--- config.mk ---
export PLATFORM = sky130hd
export DESIGN_NAME = bus_arb_flat
export DESIGN_NICKNAME = d
export VERILOG_FILES = /design/src/rtl/bus_arb_if.sv /design/src/rtl/bus_arb.sv /design/src/flat_wrapper.sv
export SDC_FILE = /design/constraint.sdc
export NUM_CORES = 1
export LEC_CHECK = 0
export ABC_AREA = 1
export BUFFER_PORTS_ARGS = -buffer_cell sky130_fd_sc_hd__clkbuf_2
export CORE_MARGIN = 2
export CORE_UTILIZATION = 49
export CTS_CLUSTER_DIAMETER = 150
export DETAILED_ROUTE_END_ITERATION = 16
export PLACE_DENSITY = 0.85
export SLEW_MARGIN = 0
export SYNTH_ARGS = -nofsm -noshare
export SYNTH_HDL_FRONTEND = slang
export SYNTH_SLANG_ARGS = --single-unit
--- constraint.sdc ---
create_clock -name clk -period 3.6 [get_ports clk]
set_clock_uncertainty 0.2 [all_clocks]
set_input_delay 0.36 -clock clk [delete_from_list [all_inputs] [get_ports clk]]
set_output_delay 0.36 -clock clk [all_outputs]
set_load 0.02 [all_outputs]
--- src/rtl/bus_arb_if.sv ---
// ============================================================================
//  Module      : bus_arb_if
//  Description : CPU request, slave response and arbiter result signals
//                shared between the KS10 CPU side, the slaves and bus_arb.
//  Revision    : 1.0  initial release
// ============================================================================
`default_nettype none

interface bus_arb_if #(
    parameter int NSLV = 4,
    parameter int DW   = 36,
    parameter int AW   = 22
) ();

    // CPU request side
    logic                cpuREAD;
    logic                cpuWRITE;
    logic                cpuIO;
    logic [AW-1:0]       cpuADDR;
    logic                nxmCLR;

    // Slave response side
    logic [NSLV-1:0]     slvACK;
    logic [NSLV*DW-1:0]  slvDATA;

    // Arbiter results
    logic                arbACK;
    logic [DW-1:0]       arbDATA;
    logic                arbTMO;
    logic                arbNXMIRQ;
    logic                arbIOERR;
    logic                arbMULTACK;
    logic [AW-1:0]       arbNXMADDR;
    logic                arbBUSY;

    // Drives requests and slave responses, observes the arbiter
    modport master (
        output cpuREAD, cpuWRITE, cpuIO, cpuADDR, nxmCLR, slvACK, slvDATA,
        input  arbACK, arbDATA, arbTMO, arbNXMIRQ, arbIOERR, arbMULTACK,
               arbNXMADDR, arbBUSY
    );

    // The arbiter itself
    modport slave (
        input  cpuREAD, cpuWRITE, cpuIO, cpuADDR, nxmCLR, slvACK, slvDATA,
        output arbACK, arbDATA, arbTMO, arbNXMIRQ, arbIOERR, arbMULTACK,
               arbNXMADDR, arbBUSY
    );

endinterface

`default_nettype wire

--- src/rtl/bus_arb.sv ---
// ============================================================================
//  Module      : bus_arb
//  Description : Registered KS10 bus arbiter and response checker with
//                priority data select, single ack per request and NXM timeout.
//  Revision    : 1.0  initial release
// ============================================================================
`default_nettype none

module bus_arb #(
    parameter int NSLV = 4,
    parameter int DW   = 36,
    parameter int AW   = 22,
    parameter int TMO  = 15
) (
    input  logic          clk,
    input  logic          rst,
    bus_arb_if.slave      bus
);

    localparam int            CW         = $clog2(TMO) + 1;
    localparam logic [CW-1:0] c_TMO_LAST = CW'(TMO - 1);

    typedef enum logic [1:0] {
        ST_IDLE = 2'd0,
        ST_WAIT = 2'd1,
        ST_DONE = 2'd2
    } state_t;

    state_t          state_q;
    logic [CW-1:0]   cnt_q;
    logic [CW-1:0]   cnt_d;
    logic            io_q;
    logic [AW-1:0]   addr_q;
    logic            ack_q;
    logic            tmo_q;
    logic [DW-1:0]   data_q;
    logic            nxm_q;
    logic            ioerr_q;
    logic            mult_q;
    logic [AW-1:0]   nxmaddr_q;
    logic            busy_q;

    logic            w_req;
    logic            w_any_ack;
    logic            w_multi_ack;
    logic [NSLV-1:0] w_ack_m1;
    logic [DW-1:0]   w_win_data;

    always_comb begin
        w_req       = bus.cpuREAD | bus.cpuWRITE;
        w_any_ack   = |bus.slvACK;
        // Clearing the lowest set bit leaves something only if two or more were set
        w_ack_m1    = bus.slvACK - NSLV'(1);
        w_multi_ack = |(bus.slvACK & w_ack_m1);
        cnt_d       = (cnt_q == '1) ? cnt_q : cnt_q + CW'(1);
    end

    // Scan from the lowest priority upward so index 0 overrides everything
    always_comb begin
        w_win_data = '0;
        for (int i = NSLV - 1; i >= 0; i--) begin
            if (bus.slvACK[i]) begin
                w_win_data = bus.slvDATA[i*DW +: DW];
            end
        end
    end

    always_ff @(posedge clk or negedge rst) begin
        if (!rst) begin
            state_q   <= ST_IDLE;
            cnt_q     <= '0;
            io_q      <= 1'b0;
            addr_q    <= '0;
            ack_q     <= 1'b0;
            tmo_q     <= 1'b0;
            data_q    <= '0;
            nxm_q     <= 1'b0;
            ioerr_q   <= 1'b0;
            mult_q    <= 1'b0;
            nxmaddr_q <= '0;
            busy_q    <= 1'b0;
        end else begin
            ack_q <= 1'b0;
            tmo_q <= 1'b0;

            // Later set assignments in this block override the clear
            if (bus.nxmCLR) begin
                nxm_q   <= 1'b0;
                ioerr_q <= 1'b0;
                mult_q  <= 1'b0;
            end

            case (state_q)
                ST_IDLE: begin
                    cnt_q <= '0;
                    if (w_req) begin
                        io_q    <= bus.cpuIO;
                        addr_q  <= bus.cpuADDR;
                        state_q <= ST_WAIT;
                        busy_q  <= 1'b1;
                    end
                end

                ST_WAIT: begin
                    if (!w_req) begin
                        state_q <= ST_IDLE;
                        busy_q  <= 1'b0;
                    end else if (w_any_ack) begin
                        state_q <= ST_DONE;
                        ack_q   <= 1'b1;
                        data_q  <= w_win_data;
                        if (w_multi_ack) begin
                            mult_q <= 1'b1;
                        end
                    end else if (cnt_q == c_TMO_LAST) begin
                        state_q   <= ST_DONE;
                        tmo_q     <= 1'b1;
                        data_q    <= '0;
                        nxmaddr_q <= addr_q;
                        if (io_q) begin
                            ioerr_q <= 1'b1;
                        end else begin
                            nxm_q   <= 1'b1;
                        end
                    end else begin
                        cnt_q <= cnt_d;
                    end
                end

                // Park here until the CPU drops the request: one ack per request
                ST_DONE: begin
                    if (!w_req) begin
                        state_q <= ST_IDLE;
                        busy_q  <= 1'b0;
                    end
                end

                default: begin
                    state_q <= ST_IDLE;
                    busy_q  <= 1'b0;
                end
            endcase
        end
    end

    assign bus.arbACK     = ack_q;
    assign bus.arbTMO     = tmo_q;
    assign bus.arbDATA    = data_q;
    assign bus.arbNXMIRQ  = nxm_q;
    assign bus.arbIOERR   = ioerr_q;
    assign bus.arbMULTACK = mult_q;
    assign bus.arbNXMADDR = nxmaddr_q;
    assign bus.arbBUSY    = busy_q;

endmodule

`default_nettype wire

--- src/flat_wrapper.sv ---
// flat-port wrapper written by rule: the top's interface ports become plain ports
module bus_arb_flat 
#(
    parameter int NSLV = 4,
    parameter int DW   = 36,
    parameter int AW   = 22,
    parameter int TMO  = 15
)
  (clk, rst, bus_cpuREAD, bus_cpuWRITE, bus_cpuIO, bus_cpuADDR, bus_nxmCLR, bus_slvACK, bus_slvDATA, bus_arbACK, bus_arbDATA, bus_arbTMO, bus_arbNXMIRQ, bus_arbIOERR, bus_arbMULTACK, bus_arbNXMADDR, bus_arbBUSY);
  bus_arb_if #(.NSLV(NSLV), .DW(DW), .AW(AW)) bus_i ();
  input  logic clk;
  input  logic rst;
  input wire logic [$bits(bus_i.cpuREAD)-1:0] bus_cpuREAD;
  input wire logic [$bits(bus_i.cpuWRITE)-1:0] bus_cpuWRITE;
  input wire logic [$bits(bus_i.cpuIO)-1:0] bus_cpuIO;
  input wire logic [$bits(bus_i.cpuADDR)-1:0] bus_cpuADDR;
  input wire logic [$bits(bus_i.nxmCLR)-1:0] bus_nxmCLR;
  input wire logic [$bits(bus_i.slvACK)-1:0] bus_slvACK;
  input wire logic [$bits(bus_i.slvDATA)-1:0] bus_slvDATA;
  output wire logic [$bits(bus_i.arbACK)-1:0] bus_arbACK;
  output wire logic [$bits(bus_i.arbDATA)-1:0] bus_arbDATA;
  output wire logic [$bits(bus_i.arbTMO)-1:0] bus_arbTMO;
  output wire logic [$bits(bus_i.arbNXMIRQ)-1:0] bus_arbNXMIRQ;
  output wire logic [$bits(bus_i.arbIOERR)-1:0] bus_arbIOERR;
  output wire logic [$bits(bus_i.arbMULTACK)-1:0] bus_arbMULTACK;
  output wire logic [$bits(bus_i.arbNXMADDR)-1:0] bus_arbNXMADDR;
  output wire logic [$bits(bus_i.arbBUSY)-1:0] bus_arbBUSY;
  assign bus_i.cpuREAD = bus_cpuREAD;
  assign bus_i.cpuWRITE = bus_cpuWRITE;
  assign bus_i.cpuIO = bus_cpuIO;
  assign bus_i.cpuADDR = bus_cpuADDR;
  assign bus_i.nxmCLR = bus_nxmCLR;
  assign bus_i.slvACK = bus_slvACK;
  assign bus_i.slvDATA = bus_slvDATA;
  assign bus_arbACK = bus_i.arbACK;
  assign bus_arbDATA = bus_i.arbDATA;
  assign bus_arbTMO = bus_i.arbTMO;
  assign bus_arbNXMIRQ = bus_i.arbNXMIRQ;
  assign bus_arbIOERR = bus_i.arbIOERR;
  assign bus_arbMULTACK = bus_i.arbMULTACK;
  assign bus_arbNXMADDR = bus_i.arbNXMADDR;
  assign bus_arbBUSY = bus_i.arbBUSY;
  bus_arb #(.NSLV(NSLV), .DW(DW), .AW(AW), .TMO(TMO)) u_core (.clk(clk), .rst(rst), .bus(bus_i));
endmodule
# Word level (Yosys, flattened, before mapping)
# Cells that the tools add are included.
# totals
out_inout_bits	64
mem_bits_ro	0
latch_bits	0
ram_bits	0
ff_bits	94
input_bits	176
memories	0
# op_classes
eq_ne	12
magnitude_cmp	0
n_mux	44
multipliers	0
n_reduce_logical	12
n_shift	0
bitwise	3
n_addsub	2
div	0
# op_table
op	n
36-bit 2-to-1 mux	6
1-bit 2-to-1 mux	26
5-bit 2-to-1 mux	4
2-bit 2-to-1 mux	5
2-bit inequality test, second input constant	5
5-bit one-hot mux with 2 select lines	1
4-bit OR reduction	2
2-bit one-hot mux with 3 select lines	1
3-bit AND reduction	2
5-bit by 1-bit adder with 5-bit output, second input constant	1
5-bit by 4-bit == test with 1-bit output, second input constant	1
5-bit == test, second input constant	1
5-bit AND reduction	1
4-bit AND	1
2-bit by 1-bit inequality test with 1-bit output, second input constant	2
4-bit inequality test, second input constant	1
2-bit AND reduction	2
4-bit AND reduction	1
2-bit nonzero test	2
4-bit by 1-bit subtractor with 4-bit output, second input constant	1
2-bit by 1-bit == test with 1-bit output, second input constant	1
2-bit == test, second input constant	1
2-bit zero test	1
1-bit one-hot mux with 2 select lines	1
3 further kinds	3

# Logic depth before layout (Yosys ltp)
# Gate-level depths: netlist of run 1.
# depth
word_depth	7
mapped_depth	10
ltp_nobuf	10

# Worst setup path after synthesis of run 1
# OpenSTA, ideal clock, no wires.
# synth_timing
path_type	flip-flop to flip-flop
start	reg u_core.cnt_q[0]
end	reg u_core.cnt_q[0]
period_less_slack_ns	1.765
required_ns	3.283
setup_ns	0.117
path_stages_with_launch	9
path_slack_ns	1.835
n_path_buf	0
arrival_time_ns	1.449
cell_sequence	dfrtp_1 -> ha_1 -> inv_1 -> nor2_1 -> ha_1 -> o21ai_1 -> nand2_1 -> nand2_1 -> nand2_1
# synth_via
elab_chain_cells	6
elab_cells_between_ends	11
# synth_rtl
item	line	rtl
start: declaration	bus_arb.sv:30	logic [CW-1:0] cnt_q;
start signal: assignment	bus_arb.sv:126	cnt_q <= cnt_d;
5-bit by 1-bit adder with 5-bit output	bus_arb.sv:55	cnt_d = (cnt_q == '1) ? cnt_q : cnt_q + CW'(1);
5-bit 2-to-1 mux	bus_arb.sv:55	
5-bit 2-to-1 mux	bus_arb.sv:115	end else if (cnt_q == c_TMO_LAST) begin
5-bit 2-to-1 mux	bus_arb.sv:108	end else if (w_any_ack) begin
5-bit 2-to-1 mux	bus_arb.sv:105	if (!w_req) begin
5-bit one-hot mux with 2 select lines	bus_arb.sv:93	case (state_q)
# Parallel ways exist; a longest one is shown, timed or not. The select of a mux whose other input is x is not followed.
# A chain may end at the register's enable or synchronous reset.

# Final worst setup path of run 1
# layout_timing
start	reg u_core.state_q[0]
end	reg u_core.addr_q[10]
# layout_via
elab_chain_cells	2
# layout_rtl
item	line	rtl
start: declaration	bus_arb.sv:29	state_t state_q;
start signal: assignment	bus_arb.sv:70	state_q <= ST_IDLE;
start signal: assignment	bus_arb.sv:99	state_q <= ST_WAIT;
start signal: assignment	bus_arb.sv:106	state_q <= ST_IDLE;
2-bit zero test	bus_arb.sv:93	
2-bit AND reduction (no line)	n/a	
end signal: assignment	bus_arb.sv:98	addr_q <= bus.cpuADDR;
end: declaration	bus_arb.sv:33	logic [AW-1:0] addr_q;
# Every way passes these cells.

==> results.sh, run 1 <==
export IMPL_maxSlewHeadroom=0.421
export IMPL_hold_start="bus_cpuADDR[20]"
export IMPL_port_buffers=239
export IMPL_clock_tree_htree_level_count=3
export IMPL_synth_warning_count=0
export IMPL_detailroute_via_count=4913
export IMPL_clock_insertion_delay_worst_skew_ns=0.35
export IMPL_synthMostInstantiatedCell="nand2_1"
export IMPL_power_switching_fraction=0.408
export IMPL_globalRoute_totalOverflow=0
export IMPL_netlist_instances=621
export IMPL_chipHeight_um=102
export IMPL_status="complete, no violations"
export IMPL_fin_hold_ws_ns=0.0391
export IMPL_viasPerCell=5.00
export IMPL_setup_total_negative_slack_ns=0
export IMPL_synthTopCellsByArea="dfrtp_1 50%, nand2_1 19%, nor2_1 5.1%"
export IMPL_grt_first_pass_wirelength_um=21600
export IMPL_arr_time_crit_path_ns=2.24
export IMPL_drt_iter0_markers=227
export IMPL_synthFlopType="dfrtp_1"
export IMPL_n_fill_cell=829
export IMPL_dpl_hpwl_um=10100
export IMPL_ratio_of_total_power_to_cell_area_nw_per_um2=639
export IMPL_hp_class="in2reg"
export IMPL_gpl_final_weighted_congestion=0.857
export IMPL_seq_area_um2=2350
export IMPL_grt_start_max_net_pins=46
export IMPL_clk_root_buffer_cell="clkbuf_8"
export IMPL_boundaryPins=240
export IMPL_synth_seq_cells=94
export IMPL_sequentialPowerShare=0.400
export IMPL_synth_top_area_share=0.503
export IMPL_reg2reg_setup_slack_ns=1.44
export IMPL_timing_critical_path_buf_inv=2
export IMPL_tightestPinTransition_ns=0.867
export IMPL_clock_power_share=0.199
export IMPL_cts_repair_resized=0
export IMPL_floorplan_rows=35
export IMPL_pre_cts_ws_ns=1.46
export IMPL_clk_path_buf_depth=2
export IMPL_clk_pin_slew_worst_paths_ns=0.09
export IMPL_synth_distinct_cells=24
export IMPL_area_of_the_multi_input_gates_um2=2030
export IMPL_fin_ws_ns=1.44
export IMPL_synth_cell_area_um2=4670
export IMPL_first_global_vias=4503
export IMPL_layout_nets=1031
export IMPL_route_detailed_wl_per_inst_um=13.8
export IMPL_detail_route_antenna_nets=0
export IMPL_shortest_period_the_worst_path_allows_ns=2.16
export IMPL_final_util=0.671
export IMPL_power_static_leakage_nw=3.52
export IMPL_design_die_area_um2=10300
export IMPL_synth_async_sr_flop_share=1.00
export IMPL_num_antenna_cells=0
export IMPL_cp_data_required_time_ns=3.68
export IMPL_number_of_enable_type_register_cells_in_the_synthesized_netlist=0
export IMPL_power_internal_w=0.00235
export IMPL_crit_fanout=29
export IMPL_die_width_um=102
export IMPL_start_kind="flip-flop"
export IMPL_critical_path_cell_chain="inv_1, ha_1, nand2_1, buf_4, nor2_1, a21oi_1"
export IMPL_critPathCaptureType="flip-flop"
export IMPL_whs_endpoint="u_core.addr_q[20]"
export IMPL_worst_setup_path_type="reg2reg"
export IMPL_r2r_end="u_core.addr_q[10]"
export IMPL_fmax_mhz=463
export IMPL_fp_coreArea_um2=9240
export IMPL_cp_slowest_stage_delay_ns=0.65
export IMPL_hold_viol=0
export IMPL_tritoncts_num_buffers=9
export IMPL_total_switching_power_w=0.00162
export IMPL_r2r_start="u_core.state_q[0]"
export IMPL_netlist_top_cells_count="241 x nand2_1, 94 x dfrtp_1, 64 x nor2_1"
export IMPL_grt_resource_usage_total=0.265
export IMPL_clock_sinks=94
export IMPL_synth_net_count=803
export IMPL_timing_max_cap_violations=0
export IMPL_min_period_over_period=0.600
export IMPL_hold_depth=2
export IMPL_power_ir_vdd_worst_mv=0.606
export IMPL_critical_path_startpoint="u_core.state_q[0]"
export IMPL_drc_errors=0
export IMPL_yosys_area_top_type="dfrtp_1"
export IMPL_initial_core_util=0.506
export IMPL_grt_antenna_before_repair=0
export IMPL_setup_repair_after_global_routing_missed_its_margin="false"
export IMPL_timing_final_setup_violations=0
export IMPL_report_final_slew_viol_count=0
export IMPL_drt_pass1_iterations=5
export IMPL_power_frac_comb=0.401
export IMPL_r2r_cells=6
export IMPL_final_layout_size_suffix_gt1_frac=0.323
export IMPL_tritoncts_clock_tree="done"
export IMPL_synthesized_area_divided_by_synthesized_cell_count_um2=7.53
export IMPL_cp_top_family="simple AND/OR/NAND/NOR gates"
export IMPL_crit_slowest_cell="nand2_1"
export IMPL_area_growth_pct=32.6
export IMPL_drt_wl_total_um=13500
export IMPL_share_of_synthesized_area_occupied_by_flip_flops_and_latches=0.503
## cells by family (layout without fill, tap and decap cells)
kind of cell    after synthesis  count (layout)  share of synthesized area
compound gates               85              85                      0.102
xor+xnor                      1               1                    0.00187
fa+ha+maj                     6               6                     0.0161
buf+inv                      73             306                     0.0637
flops                        94              94                      0.503
mux                           2               2                    0.00482
simple gates                360             360                      0.308
## cells in the final DEF (no fill, tap or decap), drive strengths merged
cell,count
buf,10
mux2,2
clkinvlp,2
nand2,243
o31ai,1
inv,44
nand3,48
o21bai,1
dfrtp,94
a21oi,21
dlygate4sd3,1
o211ai,1
o22ai,36
xnor2,1
ha,6
nor2,68
o21ai,25
bufinv,2
nand4,1
clkbuf,247
## per-layer routing
layer,global-route usage,share of wire,vias up
met4,0.0852,0.023,0
met1,0.337,0.40,2218
li1,-,-,2450
met3,0.0538,0.076,33
met5,0,0,-
met2,0.454,0.50,212
## timing repair
item                                   CTS  global route
endpoints found under the hold margin   42             0
hold buffers                             1             0
buffers inserted                         0             0
## flip-flops by register name (all words and copies together), names as in the netlist
| register | count |
|---|---|
| u_core.addr_q | 22 |
| u_core.bus.arbACK | 1 |
| u_core.bus.arbBUSY | 1 |
| u_core.bus.arbDATA | 36 |
| u_core.bus.arbIOERR | 1 |
| u_core.bus.arbMULTACK | 1 |
| u_core.bus.arbNXMADDR | 22 |
| u_core.bus.arbNXMIRQ | 1 |
| u_core.bus.arbTMO | 1 |
| u_core.cnt_q | 5 |
| u_core.io_q | 1 |
| u_core.state_q | 2 |
## cell type report
class                           instances  area share
Tap cell                              129      0.0260
Clock buffer                            9      0.0200
Multi-Input combinational cell        454       0.327
Sequential cell                        94       0.380
Timing Repair Buffer                  249       0.206
Clock inverter                          7      0.0168
Inverter                               41      0.0248
## power by group through the flow
| stage | sequential [W] | clock (W) | combinational (W) |
|---|---|---|---|
| after floorplan | 0.00185 | 0 | 0.000786 |
| after global placement | 0.00159 | 0 | 0.00157 |
| after detailed placement | 0.00160 | 0 | 0.00160 |
| after CTS | 0.00158 | 0.000811 | 0.00161 |
| after global routing | 0.00163 | 0.000855 | 0.00178 |
| final | 0.00158 | 0.000790 | 0.00159 |
## metrics by stage
step	total power (W)	area [µm²]	instances
final	0.00396	6200	983
after global placement	0.00315	5960	966
after floorplan	0.00263	4670	621
after detailed placement	0.00320	5960	966
after CTS	0.00400	6200	983
after global routing	0.00427	6200	983
## worst max path at each step
stage                                       end  slack [ns]  depth (start not counted)
after global routing          u_core.addr_q[10]        1.25                          6
after CTS                     u_core.addr_q[10]        1.43                          6
after detailed placement       u_core.addr_q[5]        1.46                          6
after floorplan                 u_core.cnt_q[0]        1.83                          8
after global placement    u_core.bus.arbDATA[1]        1.54                          8
final                         u_core.addr_q[10]        1.44                          6
Note: power is estimated with default switching activity, not from simulation.
==> inputs of run 2 (changes only) <==
--- a/config.mk
+++ b/config.mk
@@ -8,10 +8,10 @@
 export ABC_AREA = 1
 export BUFFER_PORTS_ARGS = -buffer_cell sky130_fd_sc_hd__clkbuf_2
 export CORE_MARGIN = 2
-export CORE_UTILIZATION = 49
+export CORE_UTILIZATION = 41
 export CTS_CLUSTER_DIAMETER = 150
 export DETAILED_ROUTE_END_ITERATION = 16
-export PLACE_DENSITY = 0.85
+export PLACE_DENSITY = 0.76
 export SLEW_MARGIN = 0
 export SYNTH_ARGS = -nofsm -noshare
 export SYNTH_HDL_FRONTEND = slang
==> constraint.sdc (replaced) <==
create_clock -name clk -period 1.98 [get_ports clk]
set_clock_uncertainty 0.2 [all_clocks]
set_input_delay 0.198 -clock clk [delete_from_list [all_inputs] [get_ports clk]]
set_output_delay 0.198 -clock clk [all_outputs]
set_load 0.02 [all_outputs]
==> run 2 against run 1 <==
  * Critical path depth grew 3
  * Setup slack lost 1.3 ns
  * Power grew 100%
  * Sequential share of layout area shrank 5.8 points
  * Critical path type unchanged
==> results.sh, run 2 (same netlist as run 1, synthesis figures left out) <==
export IMPL_final_layout_size_suffix_gt1_frac=0.297
export IMPL_timing_max_cap_violations=0
export IMPL_tritoncts_clock_tree="done"
export IMPL_critPathCaptureType="flip-flop"
export IMPL_power_internal_w=0.00501
export IMPL_report_final_slew_viol_count=0
export IMPL_maxSlewHeadroom=0.722
export IMPL_boundaryPins=240
export IMPL_total_switching_power_w=0.00307
export IMPL_power_frac_comb=0.393
export IMPL_sequentialPowerShare=0.361
export IMPL_power_switching_fraction=0.380
export IMPL_dpl_hpwl_um=9830
export IMPL_port_buffers=239
export IMPL_chipHeight_um=111
export IMPL_grt_start_max_net_pins=46
export IMPL_crit_fanout=45
export IMPL_min_period_over_period=0.927
export IMPL_start_kind="flip-flop"
export IMPL_n_fill_cell=894
export IMPL_drt_wl_total_um=15300
export IMPL_top_layer_used="met4"
export IMPL_status="complete, no violations"
export IMPL_clk_root_buffer_cell="clkbuf_16"
export IMPL_grt_first_pass_wirelength_um=24900
export IMPL_arr_time_crit_path_ns=1.90
export IMPL_num_antenna_cells=0
export IMPL_route_detailed_wl_per_inst_um=14.1
export IMPL_floorplan_rows=38
export IMPL_layout_cells_most_common_list="241 x nand2_1, 238 x clkbuf_2, 94 x dfrtp_1, 89 x dlygate4sd3_1, 63 x nor2_1"
export IMPL_fmax_mhz=545
export IMPL_clk_path_buf_depth=2
export IMPL_power_ir_vdd_worst_mv=0.672
export IMPL_fp_coreArea_um2=11000
export IMPL_detail_route_antenna_nets=0
export IMPL_drc_errors=0
export IMPL_hp_class="in2reg"
export IMPL_hold_viol=0
export IMPL_die_width_um=111
export IMPL_clk_pin_slew_worst_paths_ns=0.07
export IMPL_clock_insertion_delay_worst_skew_ns=0.33
export IMPL_shortest_period_the_worst_path_allows_ns=1.84
export IMPL_drt_iter0_markers=267
export IMPL_detailroute_wirelength_met3_um=907
export IMPL_gpl_final_weighted_congestion=0.833
export IMPL_setup_repair_after_global_routing_missed_its_margin="false"
export IMPL_setup_total_negative_slack_ns=0
export IMPL_pre_cts_ws_ns=0.126
export IMPL_clock_sinks=94
export IMPL_timing_final_setup_violations=0
export IMPL_ratio_of_total_power_to_cell_area_nw_per_um2=1100
export IMPL_fin_ws_ns=0.144
export IMPL_largest_register_ff_count=36
export IMPL_grt_resource_usage_total=0.250
export IMPL_cts_setup_buffers=0
export IMPL_area_growth_pct=56.5
export IMPL_viasPerCell=4.94
export IMPL_globalRoute_totalOverflow=0
export IMPL_grt_antenna_before_repair=0
export IMPL_tritoncts_num_buffers=9
export IMPL_power_static_leakage_nw=3.95
export IMPL_worst_setup_path_type="reg2reg"
export IMPL_initial_core_util=0.425
export IMPL_mostFrequentLayoutCell="nand2_1"
export IMPL_layout_nets=1126
export IMPL_detailroute_via_count=5375
export IMPL_cp_data_required_time_ns=2.04
export IMPL_wirelength_met1_um=5740
export IMPL_design_die_area_um2=12300
export IMPL_tightestPinTransition_ns=0.417
export IMPL_clock_tree_htree_level_count=3
export IMPL_dr_wl_met2_um=8210
export IMPL_drt_pass1_iterations=5
export IMPL_first_global_vias=5284
export IMPL_clock_power_share=0.246
run 2: worst max-delay path, stage by stage, from the launching register on:
cell,delay [ns]
dfrtp_1,0.41
inv_1,0.09
ha_1,0.21
inv_2,0.10
nor2_4,0.18
nand3_2,0.12
buf_12,0.18
inv_1,0.12
nand2_1,0.07
nand2_1,0.07
run 2: final cells by class:
class                           instances  area [µm²]  share of cell area
Clock buffer                           10         229              0.0313
Timing Repair Buffer                  344        2260               0.309
Sequential cell                        94        2350               0.322
Multi-Input combinational cell        454        2030               0.277
Tap cell                              140         175              0.0239
Inverter                               41         154              0.0210
Clock inverter                          6         116              0.0159
run 2: final timing paths:
path                                        start                         to  slack, ns  cells after the start
worst min register to register        u_core.io_q       u_core.bus.arbNXMIRQ       0.27                      1
max in group asynchronous                     rst      u_core.bus.arbDATA[4]       0.96                      3
min in group asynchronous                     rst           u_core.addr_q[9]       0.04                      2
worst min-delay path              bus_slvDATA[94]     u_core.bus.arbDATA[22]       0.01                      5
worst max register to register  u_core.state_q[1]  u_core.bus.arbNXMADDR[20]       0.14                      9
worst max-delay path            u_core.state_q[1]  u_core.bus.arbNXMADDR[20]       0.14                      9
run 2: power groups by stage:
stage | Sequential [W] | Clock (W) | Combinational, W
after CTS | 0.00290 | 0.00203 | 0.00318
after floorplan | 0.00336 | 0 | 0.00143
after global placement | 0.00292 | 0 | 0.00294
after global routing | 0.00298 | 0.00211 | 0.00351
final | 0.00291 | 0.00199 | 0.00317
after detailed placement | 0.00293 | 0 | 0.00302
run 2: metrics by stage:
step / cells / hold WS, ns / power (W) / utilization / instance area (µm²)
4_1_cts: 1089 / 0.00273 / 0.00812 / 0.666 / 7310
2_1_floorplan: 621 / -0.298 / 0.00479 / - / 4670
5_1_grt: 1089 / 0.00847 / 0.00860 / 0.666 / 7320
3_5_place_dp: 984 / -0.157 / 0.00595 / 0.553 / 6080
6_report: 1089 / 0.00953 / 0.00807 / 0.666 / 7320
3_3_place_gp: 984 / -0.158 / 0.00586 / 0.553 / 6080
run 2: timing repair:
item	in CTS	in global routing
setup endpoints to repair	0	36
hold buffers	89	0
resized for setup	0	1
endpoints found under the hold margin	155	0
run 2: layer usage:
| metal | vias to the layer above | global-route usage |
|---|---|---|
| met3 | 40 | 0.0547 |
| met1 | 2501 | 0.269 |
| met2 | 201 | 0.474 |
| met4 | 0 | 0.0967 |
| li1 | 2633 | - |
| met5 | - | 0 |
